<file path="config.mk">
export PLATFORM = sky130hd
export DESIGN_NAME = sec_countdown
export DESIGN_NICKNAME = d
export VERILOG_FILES = /design/src/rtl/sec_countdown.sv
export SDC_FILE = /design/constraint.sdc
export NUM_CORES = 1
export LEC_CHECK = 0
export CAP_MARGIN = 20
export CORE_MARGIN = 10
export CORE_UTILIZATION = 55
export CTS_BUF_LIST = sky130_fd_sc_hd__clkbuf_4 sky130_fd_sc_hd__clkbuf_8 sky130_fd_sc_hd__clkbuf_16
export DETAILED_ROUTE_END_ITERATION = 8
export DONT_BUFFER_PORTS = 1
export PLACE_DENSITY = 0.7
export SLEW_MARGIN = 15
export SYNTH_ARGS = -nofsm -noshare
export SYNTH_HDL_FRONTEND = slang
export SYNTH_SLANG_ARGS = --single-unit
export TNS_END_PERCENT = 5
</file>
<file path="constraint.sdc">
create_clock -name clk -period 2.1 [get_ports clk]
set_input_delay 0.315 -clock clk [delete_from_list [all_inputs] [get_ports clk]]
set_output_delay 0.315 -clock clk [all_outputs]
set_load 0.05 [all_outputs]
</file>
<file path="src/rtl/sec_countdown.sv">
// Seconds stage of the countdown timer: 1 Hz prescaler plus a BCD 59..00 down-counter with run/pause/stop control.
// Optional seven-segment outputs hex_tens/hex_units are built when SEVSEG_DISPLAY_EN is defined.
module sec_countdown #(
  parameter int CLK_HZ = 50_000_000
) (
  input  logic       clk,
  input  logic       reset,
  input  logic       start,
  input  logic       pause,
  input  logic       stop,
  output logic [3:0] sec_tens,
  output logic [3:0] sec_units,
  output logic       min_tick,
  output logic       running
`ifdef SEVSEG_DISPLAY_EN
  ,
  output logic [6:0] hex_tens,
  output logic [6:0] hex_units
`endif
);

  localparam int PW = $clog2(CLK_HZ);
  localparam logic [PW-1:0] TC = PW'(CLK_HZ - 1);

  typedef enum logic [1:0] {
    IDLE  = 2'd0,
    RUN   = 2'd1,
    PAUSE = 2'd2,
    DONE  = 2'd3
  } state_t;

  state_t        state_reg, state_next;
  logic [PW-1:0] presc_reg, presc_next;
  logic [3:0]    tens_reg, tens_next;
  logic [3:0]    units_reg, units_next;
  logic          tick_reg, tick_next;

  always_ff @(posedge clk or negedge reset) begin
    if (!reset) begin
      state_reg <= IDLE;
      presc_reg <= '0;
      tens_reg  <= 4'd0;
      units_reg <= 4'd0;
      tick_reg  <= 1'b0;
    end else begin
      state_reg <= state_next;
      presc_reg <= presc_next;
      tens_reg  <= tens_next;
      units_reg <= units_next;
      tick_reg  <= tick_next;
    end
  end

  always_comb begin
    state_next = state_reg;
    presc_next = presc_reg;
    tens_next  = tens_reg;
    units_next = units_reg;
    tick_next  = 1'b0;
    case (state_reg)
      IDLE: begin
        presc_next = '0;
        tens_next  = 4'd0;
        units_next = 4'd0;
        if (stop)       state_next = DONE;
        else if (start) state_next = RUN;
      end
      RUN: begin
        // stop/pause win over the terminal count, so the prescaler is simply held
        if (stop) begin
          state_next = DONE;
        end else if (pause) begin
          state_next = PAUSE;
        end else if (presc_reg == TC) begin
          presc_next = '0;
          if (units_reg != 4'd0) begin
            units_next = units_reg - 4'd1;
          end else if (tens_reg != 4'd0) begin
            tens_next  = tens_reg - 4'd1;
            units_next = 4'd9;
          end else begin
            tens_next  = 4'd5;
            units_next = 4'd9;
            tick_next  = 1'b1;
          end
        end else begin
          presc_next = presc_reg + PW'(1);
        end
      end
      PAUSE: begin
        if (stop)        state_next = DONE;
        else if (!pause) state_next = RUN;
      end
      DONE: begin
        state_next = DONE;
      end
      default: begin
        state_next = IDLE;
        presc_next = '0;
        tens_next  = 4'd0;
        units_next = 4'd0;
      end
    endcase
  end

  assign sec_tens  = tens_reg;
  assign sec_units = units_reg;
  assign min_tick  = tick_reg;
  assign running   = (state_reg == RUN);

`ifdef SEVSEG_DISPLAY_EN
  // Active-low segments ordered {g,f,e,d,c,b,a}
  function automatic logic [6:0] seg7(input logic [3:0] d);
    case (d)
      4'd0:    seg7 = 7'b1000000;
      4'd1:    seg7 = 7'b1111001;
      4'd2:    seg7 = 7'b0100100;
      4'd3:    seg7 = 7'b0110000;
      4'd4:    seg7 = 7'b0011001;
      4'd5:    seg7 = 7'b0010010;
      4'd6:    seg7 = 7'b0000010;
      4'd7:    seg7 = 7'b1111000;
      4'd8:    seg7 = 7'b0000000;
      4'd9:    seg7 = 7'b0010000;
      default: seg7 = 7'b1111111;
    endcase
  endfunction

  assign hex_tens  = seg7(tens_reg);
  assign hex_units = seg7(units_reg);
`endif

endmodule
</file>
==> metrics.txt, run 1 <==
status finished clean; Chip Width 81.9 microns; first-pass GRT wire length 8370 microns; antenna violations before repair 0; final-layout fill cell count 309; Wirelength per Cell 16.5 microns; clk slew on worst S/H paths 70 ps; DP HPWL 3410 microns; final net count 257; Seq/Total Area, Yosys 43.9%; vias in the first global route 1,751; clock root buffer clkbuf_8; Final Hold Viols 0; diodes inserted 0; CP Launch Type register; Routability Congestion 0.945; WHS 137 ps; period utilization 95.6%; Mapped Cells 231; Synth cell types 46; number of flops mapped to enable cells by yosys 0; largest cells by area after synthesis dfrtp_1, xor2_1, nor2_1; HP Class in -> reg; maxcap violations 0; setup TNS 0 ps; CP required 2310 ps; most instantiated library cell after synthesis dfrtp_1; via density per instance 6.10; worst path arrival time 2220 ps; Worst-Margin Slew 614 ps; Starting Density 57.2%; # DRC 0; PD cells 574 nW/um^2; clock skew 2.33 ps; CTS sink cnt 37; Synth Register Bits 37; final setup vio count 0; synthesized area 2110 sq um; RSZ-0062 raised after global routing false; Main synth FF type dfrtp_1; IO Count 15; Post-Syn Nets 240; Worst VDD drop 0.394 mV; Core Region 3690 sq um; post-synth top area cell dfrtp_1; Avg Inst Size Synth 9.13 sq um; layout overhead on the synthesized area 16.6%; # H-tree levels 2; Commonest cells post-synth dfrtp_1, nor2_1, nand2_1; Post-synth ARST share 100%; Largest register FFs 26; synth warn 0; largest net degree at the start of global routing 38; max frequency 0.498 GHz; DR pass1 iterations 4; clk_lat worst skew 290 ps; Finished Layout Cells 297; GRT Overall Usage 15.6%; Routed Antenna Nets 0; final max-slew violation count 0; Final Instance Area 2460 sq um; post-route core utilization 66.6%; Crit Path Category reg -> reg; clock period minus final worst setup slack 2010 ps; Iter 0 DRT Violations 224; area post-placement 2260 sq um; total CTS buffers 5; IO buf count 0; critical path peak fanout 4; Total Wirelength 4900 microns; Yosys top cell area share 43.9%; Rows 22; Die H 81.9 microns; share of post-route cells with drive strength above 1 19.3%; Max transition margin 58.9%; Worst setup EP type register; DP Cell Count 286; clk buf depth 2; CTS tree built; vias 1,811; full die area 6710 sq um; global route overflow 0; LEAKAGE 0.00106 uW
power by group:
group / internal [uW] / switching (uW) / total [uW]
Combinational: 15.0 / 23.1 / 38.1
Sequential: 716 / 12.5 / 729
Clock: 400 / 245 / 645
Total: 1130 / 280 / 1410
path summary, 6_finish.rpt:
| kind | to | from | slack, ps | cells after the start |
|---|---|---|---|---|
| worst max register to register | sec_tens[3] | sec_units[0] | 90 | 6 |
| worst max-delay path | sec_tens[3] | sec_units[0] | 90 | 6 |
| max in group asynchronous | sec_units[0] | reset | 1420 | 2 |
| worst min register to register | presc_reg[19] | presc_reg[19] | 550 | 2 |
| min in group asynchronous | presc_reg[7] | reset | 480 | 2 |
| worst min-delay path | state_reg[1] | stop | 140 | 1 |
cell usage in the layout (no fill, tap or decap), types with 2 or more instances in the layout:
cell type,count
inv_1,5
xor2_1,18
ha_1,2
dfrtp_2,2
or3_1,2
a22o_1,3
nand3_1,13
dfrtp_1,35
nor2_1,36
buf_12,2
a211oi_1,3
o211ai_1,2
inv_2,2
buf_4,16
clkbuf_8,6
and4b_1,2
nor3_1,8
and3_1,4
o22ai_1,2
nand4b_1,4
nor4_2,2
nor3b_1,2
a21oi_1,5
nand2b_1,4
nor2b_1,4
xnor2_1,4
o21ai_0,3
and4_1,2
nand4_1,10
nor4_1,3
nand2_1,18
logic make-up after synthesis:
| family | share of synthesized area, % |
|---|---|
| simple gates | 32.8 |
| buf+inv | 3.38 |
| xor+xnor | 9.14 |
| compound gates | 8.37 |
| fa+ha+maj | 2.37 |
| flops | 43.9 |
metrics by stage:
stage	setup slack [ps]	power [uW]
floorplan	22.3	756
global placement	152	759
detailed placement	96.0	760
CTS	68.6	1420
global route	4.94	1460
finish	92.8	1410
worst max-delay path: stages (launching register included):
cell     delay [ps]
dfrtp_2         410
inv_2           100
ha_4            140
or3b_4          390
or4_4           440
or3_1           330
o22ai_2         110
routing by layer:
metal	global-route usage, %	vias up	share of wire [%]
met1	21.3	904	46
met5	0	-	0
met2	23.7	48	46
li1	-	851	-
met3	4.48	8	6.3
met4	3.74	0	1.3
repair_timing:
item                                    in CTS  in global routing
hold endpoints to repair                    37                  0
buffers inserted                             0                  1
hold buffers                                 2                  0
resized for setup                            0                 10
endpoints found under the setup margin       0                 17
cell type report:
class | count | area [sq um] | share of cell area (%)
multi-input combinational | 178 | 1150 | 46.9
clock inverter | 1 | 30.0 | 1.22
sequential | 37 | 928 | 37.8
timing repair buffer | 19 | 170 | 6.92
clock buffer | 7 | 90.1 | 3.67
tap | 48 | 60.1 | 2.44
inverter | 7 | 26.3 | 1.07
Power figures use the tool's default switching activity.
==> run 2: changes to the inputs <==
--- a/config.mk
+++ b/config.mk
@@ -6,12 +6,11 @@
 export NUM_CORES = 1
 export LEC_CHECK = 0
 export CAP_MARGIN = 20
-export CORE_MARGIN = 10
 export CORE_UTILIZATION = 55
 export CTS_BUF_LIST = sky130_fd_sc_hd__clkbuf_4 sky130_fd_sc_hd__clkbuf_8 sky130_fd_sc_hd__clkbuf_16
 export DETAILED_ROUTE_END_ITERATION = 8
 export DONT_BUFFER_PORTS = 1
-export PLACE_DENSITY = 0.7
+export PLACE_DENSITY = 0.73
 export SLEW_MARGIN = 15
 export SYNTH_ARGS = -nofsm -noshare
 export SYNTH_HDL_FRONTEND = slang
==> constraint.sdc (replaced) <==
create_clock -name clk -period 1.7 [get_ports clk]
set_input_delay 0.255 -clock clk [delete_from_list [all_inputs] [get_ports clk]]
set_output_delay 0.255 -clock clk [all_outputs]
set_load 0.05 [all_outputs]
==> run 2 against run 1 <==
Net effect:
- the flow now finishes with violations (negative setup slack)
- critical path depth is the same
- sequential power grew 22%
- sequential share of layout area shrank 4.1 points
- total power increased by 21%
- critical path type unchanged
- critical endpoint unchanged
- largest cell class unchanged
==> metrics.txt, run 2 (synthesis results as in run 1) <==
global route overflow 0 (unchanged); HP Class in -> reg; pre-CTS WS -284 ps (-380 ps); Worst setup EP type register; Multi-input gate area 1210 sq um (+4.8%); status complete, but fails checks; vias 1,926 (+6.4%); final setup vio count 31 (+31); IO buf count 0 (unchanged); full die area 4090 sq um (-39%); CP required 1920 ps (-390 ps); clk buf depth 2 (unchanged); # DRC 0 (unchanged); failing checks negative setup slack; clock skew 6.63 ps (+4.30 ps); DR pass1 iterations 5 (+1); Reg area 930 sq um (+0.13%); GRT Overall Usage 28.4% (+13 points); clk_lat worst skew 290 ps (about the same); commonest non-fill, non-tap cell in the layout buf_4; RSZ-0062 raised after global routing true; post-layout worst setup margin -314 ps (-407 ps); Worst-Margin Slew 547 ps (-67.0 ps); Largest register FFs 26 (unchanged); r2r setup slk -310 ps (-410 ps); # H-tree levels 2 (unchanged); FF-to-FF End sec_tens[3]; hold path start stop; critical path peak fanout 3 (-1); Finished Layout Cells 331 (+11%); Max transition margin 63.4% (+4.5 points); Total Wirelength 5440 microns (+11%); commonest non-fill, non-tap cells in the layout buf_4, nor2_1, dfrtp_1; setup TNS -1700 ps (-1700 ps); worst path arrival time 2230 ps (about the same); DP HPWL 3560 microns (+4.3%); R2R cell count 6 (unchanged); Crit Path Category reg -> reg; Chip Width 63.9 microns (-22%); Wirelength per Cell 16.4 microns (-0.39%); via density per instance 5.82 (-4.6%); diodes inserted 0 (unchanged); clock root buffer clkbuf_8; Final Instance Area 2760 sq um (+12%); Iter 0 DRT Violations 218 (-2.7%); Final Hold Viols 0 (unchanged); CP Launch Type register; CTS sink cnt 37 (unchanged); first-pass GRT wire length 8800 microns (+5.2%); area post-placement 2510 sq um (+11%); Rows 22 (unchanged); largest net degree at the start of global routing 38 (unchanged); layout overhead on the synthesized area 31.1%; total CTS buffers 5 (unchanged); final-layout fill cell count 256 (-17%); clock period minus final worst setup slack 2010 ps (+7.17 ps); maxcap violations 0 (unchanged); Hold Path End state_reg[0]; Routability Congestion 0.845 (-11%); Worst VDD drop 0.495 mV (+26%); DP Cell Count 320 (+12%); share of post-route cells with drive strength above 1 31.8% (+13 points); Die H 63.9 microns (-22%); reg2reg start sec_units[0]; PD cells 616 nW/um^2 (+7.2%); Hold Path Cell Cnt 1 (unchanged); Core Region 3660 sq um (-0.75%); antenna violations before repair 0 (unchanged); vias in the first global route 1,911 (+9.1%); final max-slew violation count 0 (unchanged); IO Count 15 (unchanged); max frequency 0.496 GHz (-0.36%); final net count 292 (+14%); LEAKAGE 0.00125 uW (+18%); CTS tree built; period utilization 118% (+23 points); Routed Antenna Nets 0 (unchanged); post-route core utilization 75.5% (+8.9 points); Starting Density 57.6% (+0.43 points); clk slew on worst S/H paths 70 ps (about the same)
run 2: cell type report:
cell class              count  share of cell area, %
inverters                   7                  0.951
multi-input cells         178                   43.7
repair buffers             54                   15.8
clock inverters             2                   1.27
flip-flops and latches     37                   33.6
well taps                  48                   2.17
clock buffers               5                   2.49
run 2: worst max path at each step:
stage / start / end / cells after the start
6_report: sec_units[0] / sec_tens[3] / 6
5_1_grt: sec_units[0] / sec_tens[3] / 6
4_1_cts: sec_units[0] / sec_tens[3] / 6
3_5_place_dp: sec_units[0] / sec_tens[3] / 6
3_3_place_gp: sec_units[0] / sec_tens[3] / 6
2_1_floorplan: sec_units[0] / sec_tens[3] / 6
run 2: critical path, cell delays in order (launching register included):
cell,delay [ps]
dfrtp_2,420
inv_2,90
ha_4,150
or3b_4,380
or4_4,430
or3_4,340
o22ai_2,120
run 2: through the flow:
step                      total power (uW)  hold slack [ps]
final                                 1700             71.4
after global routing                  1750             60.5
after CTS                             1710             61.7
after detailed placement               948            -39.7
after global placement                 947            -39.9
after floorplan                        934            -40.6
run 2: power breakdown:
part           switching, uW  internal (uW)  total (uW)
Clock                    315            426         741
Sequential              5.25            885         890
Combinational           43.0           27.2        70.2
run 2: layer usage:
layer | vias up | global-route usage [%] | part of all wire (%)
met2 | 54 | 44.5 | 49
met1 | 935 | 36.9 | 44
li1 | 921 | - | -
met3 | 16 | 6.79 | 4.8
met5 | - | 0 | 0
met4 | 0 | 13.1 | 2.2
run 2: what timing repair did:
action | 4_1_cts | 5_1_grt
hold buffers | 2 | 0
endpoints found under the setup margin | 34 | 33
resized for setup | 14 | 8
endpoints found under the hold margin | 37 | 0
pin swaps | 3 | 2
buffers inserted | 1 | 1
